`src/rtl/regbank_pkg.sv`:
```
// Shared constants and state type for the register-bank write arbiter.
package regbank_pkg;

    localparam int unsigned REG_ADDR_W = 5;
    localparam int unsigned DATA_W     = 32;
    localparam int unsigned NUM_REGS   = 32;

    typedef enum logic {
        ARB = 1'b0,
        CLR = 1'b1
    } arb_state_e;

    function automatic int unsigned wrap_inc(input int unsigned v, input int unsigned n);
        return (v + 1 >= n) ? 0 : v + 1;
    endfunction

endpackage

```
`src/rtl/rr_picker.sv`:
```
// Round-robin picker: first asserted request scanning upward from ptr, wrapping modulo NREQ.
module rr_picker #(
    parameter int unsigned NREQ  = 4,
    parameter int unsigned PTR_W = $clog2(NREQ)
) (
    input  logic [NREQ-1:0]  req,
    input  logic [PTR_W-1:0] ptr,
    output logic [NREQ-1:0]  grant,
    output logic [PTR_W-1:0] grant_idx,
    output logic             grant_vld
);

    logic [PTR_W-1:0] cand;

    always_comb begin
        grant     = '0;
        grant_idx = '0;
        grant_vld = 1'b0;
        cand      = '0;
        for (int unsigned i = 0; i < NREQ; i++) begin
            cand = PTR_W'((32'(ptr) + i) % NREQ);
            if (!grant_vld && req[cand]) begin
                grant_vld   = 1'b1;
                grant[cand] = 1'b1;
                grant_idx   = cand;
            end
        end
    end

endmodule

```
`src/rtl/regbank_wr_arbiter.sv`:
```
// Round-robin owner of the register bank write port, plus a 32-entry clear sweep.
// Optional REGBANK_R0_ZERO_EN: writes to register 0 are acked but suppressed.
module regbank_wr_arbiter
    import regbank_pkg::*;
#(
    parameter int unsigned NREQ = 4
) (
    input  logic                   clk,
    input  logic                   reset_n,
    input  logic [NREQ-1:0]        req,
    input  logic [NREQ*5-1:0]      req_dr,
    input  logic [NREQ*32-1:0]     req_data,
    output logic [NREQ-1:0]        ack,
    input  logic                   clr_req,
    output logic                   clr_busy,
    output logic                   clr_done,
    output logic                   write,
    output logic [4:0]             dr,
    output logic [31:0]            wrData
);

    localparam int unsigned PTR_W = $clog2(NREQ);

    arb_state_e              state_q, state_d;
    logic [PTR_W-1:0]        ptr_q, ptr_d;
    logic [REG_ADDR_W-1:0]   idx_q, idx_d;
    logic                    write_q, write_d;
    logic [REG_ADDR_W-1:0]   dr_q, dr_d;
    logic [DATA_W-1:0]       wrdata_q, wrdata_d;
    logic                    clr_busy_q, clr_busy_d;
    logic                    clr_done_q, clr_done_d;
    logic [NREQ-1:0]         ack_c;

    logic [NREQ-1:0]         grant;
    logic [PTR_W-1:0]        grant_idx;
    logic                    grant_vld;
    logic [REG_ADDR_W-1:0]   sel_dr;
    logic [DATA_W-1:0]       sel_data;

    rr_picker #(
        .NREQ  (NREQ),
        .PTR_W (PTR_W)
    ) u_picker (
        .req       (req),
        .ptr       (ptr_q),
        .grant     (grant),
        .grant_idx (grant_idx),
        .grant_vld (grant_vld)
    );

    assign sel_dr   = req_dr[32'(grant_idx) * REG_ADDR_W +: REG_ADDR_W];
    assign sel_data = req_data[32'(grant_idx) * DATA_W +: DATA_W];

    always_comb begin
        state_d    = state_q;
        ptr_d      = ptr_q;
        idx_d      = idx_q;
        write_d    = 1'b0;
        dr_d       = dr_q;
        wrdata_d   = wrdata_q;
        clr_busy_d = clr_busy_q;
        clr_done_d = 1'b0;
        ack_c      = '0;
        case (state_q)
            ARB: begin
                if (clr_req) begin
                    state_d    = CLR;
                    idx_d      = '0;
                    clr_busy_d = 1'b1;
                end else if (grant_vld) begin
                    ack_c = grant;
                    ptr_d = PTR_W'(wrap_inc(32'(grant_idx), NREQ));
`ifdef REGBANK_R0_ZERO_EN
                    if (sel_dr != '0) begin
                        write_d  = 1'b1;
                        dr_d     = sel_dr;
                        wrdata_d = sel_data;
                    end
`else
                    write_d  = 1'b1;
                    dr_d     = sel_dr;
                    wrdata_d = sel_data;
`endif
                end
            end
            CLR: begin
                write_d  = 1'b1;
                dr_d     = idx_q;
                wrdata_d = '0;
                if (idx_q == REG_ADDR_W'(NUM_REGS - 1)) begin
                    state_d    = ARB;
                    clr_busy_d = 1'b0;
                    clr_done_d = 1'b1;
                end else begin
                    idx_d = idx_q + 1'b1;
                end
            end
            default: state_d = ARB;
        endcase
    end

    always_ff @(posedge clk or negedge reset_n) begin
        if (!reset_n) begin
            state_q    <= ARB;
            ptr_q      <= '0;
            idx_q      <= '0;
            write_q    <= 1'b0;
            dr_q       <= '0;
            wrdata_q   <= '0;
            clr_busy_q <= 1'b0;
            clr_done_q <= 1'b0;
        end else begin
            state_q    <= state_d;
            ptr_q      <= ptr_d;
            idx_q      <= idx_d;
            write_q    <= write_d;
            dr_q       <= dr_d;
            wrdata_q   <= wrdata_d;
            clr_busy_q <= clr_busy_d;
            clr_done_q <= clr_done_d;
        end
    end

    // ack is combinational; masking with reset_n keeps it at its reset value while reset is held
    assign ack      = ack_c & {NREQ{reset_n}};
    assign write    = write_q;
    assign dr       = dr_q;
    assign wrData   = wrdata_q;
    assign clr_busy = clr_busy_q;
    assign clr_done = clr_done_q;

endmodule

```
`config.mk`:
```
export PLATFORM = sky130hd
export DESIGN_NAME = regbank_wr_arbiter
export DESIGN_NICKNAME = d
export VERILOG_FILES = /design/src/rtl/regbank_pkg.sv /design/src/rtl/rr_picker.sv /design/src/rtl/regbank_wr_arbiter.sv
export SDC_FILE = /design/constraint.sdc
export NUM_CORES = 1
export LEC_CHECK = 0
export CAP_MARGIN = 10
export CORE_ASPECT_RATIO = 1.5
export CORE_MARGIN = 2
export CORE_UTILIZATION = 34
export CTS_BUF_LIST = sky130_fd_sc_hd__clkbuf_16
export DETAILED_ROUTE_END_ITERATION = 10
export PLACE_DENSITY = 0.78
export SLEW_MARGIN = 20
export SYNTH_ARGS = -nofsm -noshare
export SYNTH_HDL_FRONTEND = slang
export SYNTH_HIERARCHICAL = 1
export SYNTH_SLANG_ARGS = --single-unit
export TNS_END_PERCENT = 5
```
`constraint.sdc`:
```
create_clock -name clk -period 2.9 [get_ports clk]
set_clock_uncertainty 0.1 [all_clocks]
set_input_delay 0.58 -clock clk [delete_from_list [all_inputs] [get_ports clk]]
set_output_delay 0.58 -clock clk [all_outputs]
set_load 0.005 [all_outputs]
```
==> impl_results.md <==
- Post-synthesis sequential area ratio: 37.33%
- Total routed wirelength: 11990 um
- Synth top area share: 37.33%
- Max frequency: 0.3227 GHz
- Lkg Pwr: 2.365 nW
- CTS HTree Levels: 2
- Via density: 5.530
- Final hold viol count: 0
- Post-synth cell types: 34
- Tightest Pin Transition: 0.6087 ns
- Ranking of synthesized cells by area: dfrtp_1 37%, mux4_2 27%, a22o_1 9.0%
- Post-CTS Hold Fix Bufs: 0
- Vias in the first global route: 3438
- Die area: 10280 um^2
- CP arrival: 2.42 ns
- CTS clk-pin slew, worst paths: 0.06 ns
- Nets: 628
- CP max FO: 5
- Final setup violation count: 43
- Antenna-violating nets left: 0
- Layout area overhead: 79.98%
- # diodes: 0
- Chip Height: 123.2 um
- First drt pass iteration count: 4
- Prevailing post-synth register cell: dfrtp_1
- Status: finished with violations
- Synth Register Bits: 48
- Critical path class: reg -> out
- Slew Limit Fails: 0
- # DRC: 0
- Initial Util: 34.78%
- Startpoint Class: flop
- Final Wtd Congestion: 0.8713
- Placed cell count: 553
- Share of cells above drive strength 1: 24.73%
- Sequential share of power: 17.9%
- HPWL after DPL: 9322 um
- Pin count of the biggest net entering global routing: 49
- Clock Sinks: 48
- Worst hold path class: in -> async
- TritonCTS buffer count: 5
- Detailed-route via count: 3191
- Yosys warns: 6
- Final setup margin: -0.1984 ns
- Worst relative slew slack: 59.42%
- Synthesized area: 3218 um^2
- Die X: 83.44 um
- Synth Instances: 240
- Syn Nets: 404
- Initial DRC count: 156
- Max VDD drop: 849.2 uV
- P per Cell Area: 869.5 nW/um^2
- Bufs on Longest Clock Path: 2
- Total congestion overflow: 0
- RSZ-0062 raised after global routing: yes
- I/O pins: 199
- Clk pwr share: 10.9%
- NetSw: 1.837 mW
- Pint: 3.199 mW
- Failing checks: negative setup slack
- Row count: 43
- Commonest non-fill, non-tap cell in the layout: clkdlybuf4s50_1
- Ys async rst share: 100.0%
- Final Cycle Share: 106.8%
- CTS tree: built
- CTS Root Cell: clkbuf_16
- Most frequent cells in the layout: 189 x clkdlybuf4s50_1, 46 x dfrtp_1, 41 x mux4_2
- Layout Cells excl Fill: 577
- Post-synth EDFFs: 0
- Port Buffers: 198
- Worst EP required: 2.22 ns
- Initial antenna violation count: 0
- Sum Neg Setup Slack: -5.007 ns
- Logic pwr share: 71.2%
- Synth area leader: dfrtp_1
- Avg Cell Area, Syn: 13.41 um^2
- First-pass GRT wire length: 18640 um
- CORE AREA: 9254 um^2
- Drt wl/cell: 20.77 um
- Minimum clock period: 3.098 ns
- Clock Latency Late Sink: 0.29 ns
- Max Cap Violations: 0
- Switching Fraction: 36.48%
- Flop2flop setup slack: -0.15 ns
- Gr usage total: 23.56%
- Total power: 5.036 mW
- Crit end category: output port
## per-stage QoR
stage                     cell area (um^2)  setup slack, ns  util [%]  hold slack, ns
after floorplan                       3267         -0.08220         -          0.1844
after global placement                5468          -0.6535     59.09          0.3901
after detailed placement              5468          -0.7485     59.09          0.3897
after CTS                             5768          -0.1917     62.33          0.3960
after global routing                  5792          -0.2991     62.59          0.4183
final                                 5792          -0.1984     62.59          0.3665
## synth_stat cells (2+ instances only)
library cell and count:
a21boi_0 2, ha_1 9, mux2_2 4, nor2b_1 5, o21ai_0 8, a21oi_1 10
nor2_1 7, o22ai_1 3, nand2_1 9, mux4_1 2, mux2i_1 2, inv_1 7
buf_6 5, buf_2 12, mux4_2 39, and3_1 5, nand2b_1 6, a22o_1 33
dfrtp_1 48, a22oi_1 8, clkbuf_1 3
## power groups by stage
stage / sequential (mW) / combinational (mW) / clock, mW
2_1_floorplan: 0.891 / 2.28 / 0
3_3_place_gp: 0.904 / 3.16 / 0
3_5_place_dp: 0.910 / 3.23 / 0
4_1_cts: 0.903 / 3.55 / 0.559
5_1_grt: 0.917 / 3.85 / 0.592
6_report: 0.900 / 3.59 / 0.549
## cell families (layout without fill, tap and decap cells)
logic type | after synthesis | in the layout | share of synthesized area, %
AO/OA/AOI/OAI | 69 | 69 | 16.02
flip-flops | 48 | 48 | 37.32
multiplexers | 47 | 47 | 30.95
AND/OR/NAND/NOR | 39 | 39 | 7.154
buffers and inverters | 27 | 252 | 4.782
adder cells (fa/ha/maj) | 9 | 9 | 3.499
XOR/XNOR | 1 | 1 | 0.2722
## final cells by class
cell class,count,area [um^2]
multi-input combinational,165,1931
tap,112,140.1
clock inverter,3,11.26
sequential,48,1204
fill,739,3462
timing repair buffer,237,2352
inverter,7,28.78
clock buffer,5,125.1
## layer usage
layer	share of wire (%)	GRT usage, %
met1	37	26.83
met2	52	42.99
met3	6.2	4.673
met4	4.0	10.28
met5	0	0
## what timing repair did
item / CTS / global route
resized for setup: 54 / 3
endpoints found under the setup margin: 43 / 43
setup buffers: 13 / 3
pin swaps: 16 / 5
## critical path, stage by stage, from the launching register on
cell,delay (ns)
dfrtp_2,0.45
buf_6,0.12
mux4_2,0.55
nor4b_4,0.33
buf_4,0.17
buf_6,0.09
a22oi_2,0.04
o21ai_1,0.09
and3_1,0.17
buf_2,0.11
## registers in the layout (all words and copies together) (netlist names)
| signal | count |
|---|---|
| state_q | 1 |
| ptr_q | 2 |
| clr_busy | 1 |
| wrData | 32 |
| dr | 5 |
| idx_q | 5 |
| clr_done | 1 |
| write | 1 |
## worst paths after layout
kind                                          end  depth (start not counted)                    from
min in group clk           wrData[31]$_DFFE_PN0P_                          1  wrData[31]$_DFFE_PN0P_
max in group asynchronous    ptr_q[1]$_DFFE_PN0P_                          2                 reset_n
hold reg to reg            wrData[31]$_DFFE_PN0P_                          1  wrData[31]$_DFFE_PN0P_
setup / recovery                           ack[1]                          9    ptr_q[0]$_DFFE_PN0P_
hold / removal             wrData[23]$_DFFE_PN0P_                          2                 reset_n
setup reg to reg            wrData[2]$_DFFE_PN0P_                         11    ptr_q[1]$_DFFE_PN0P_
Power figures use the tool's default switching activity.
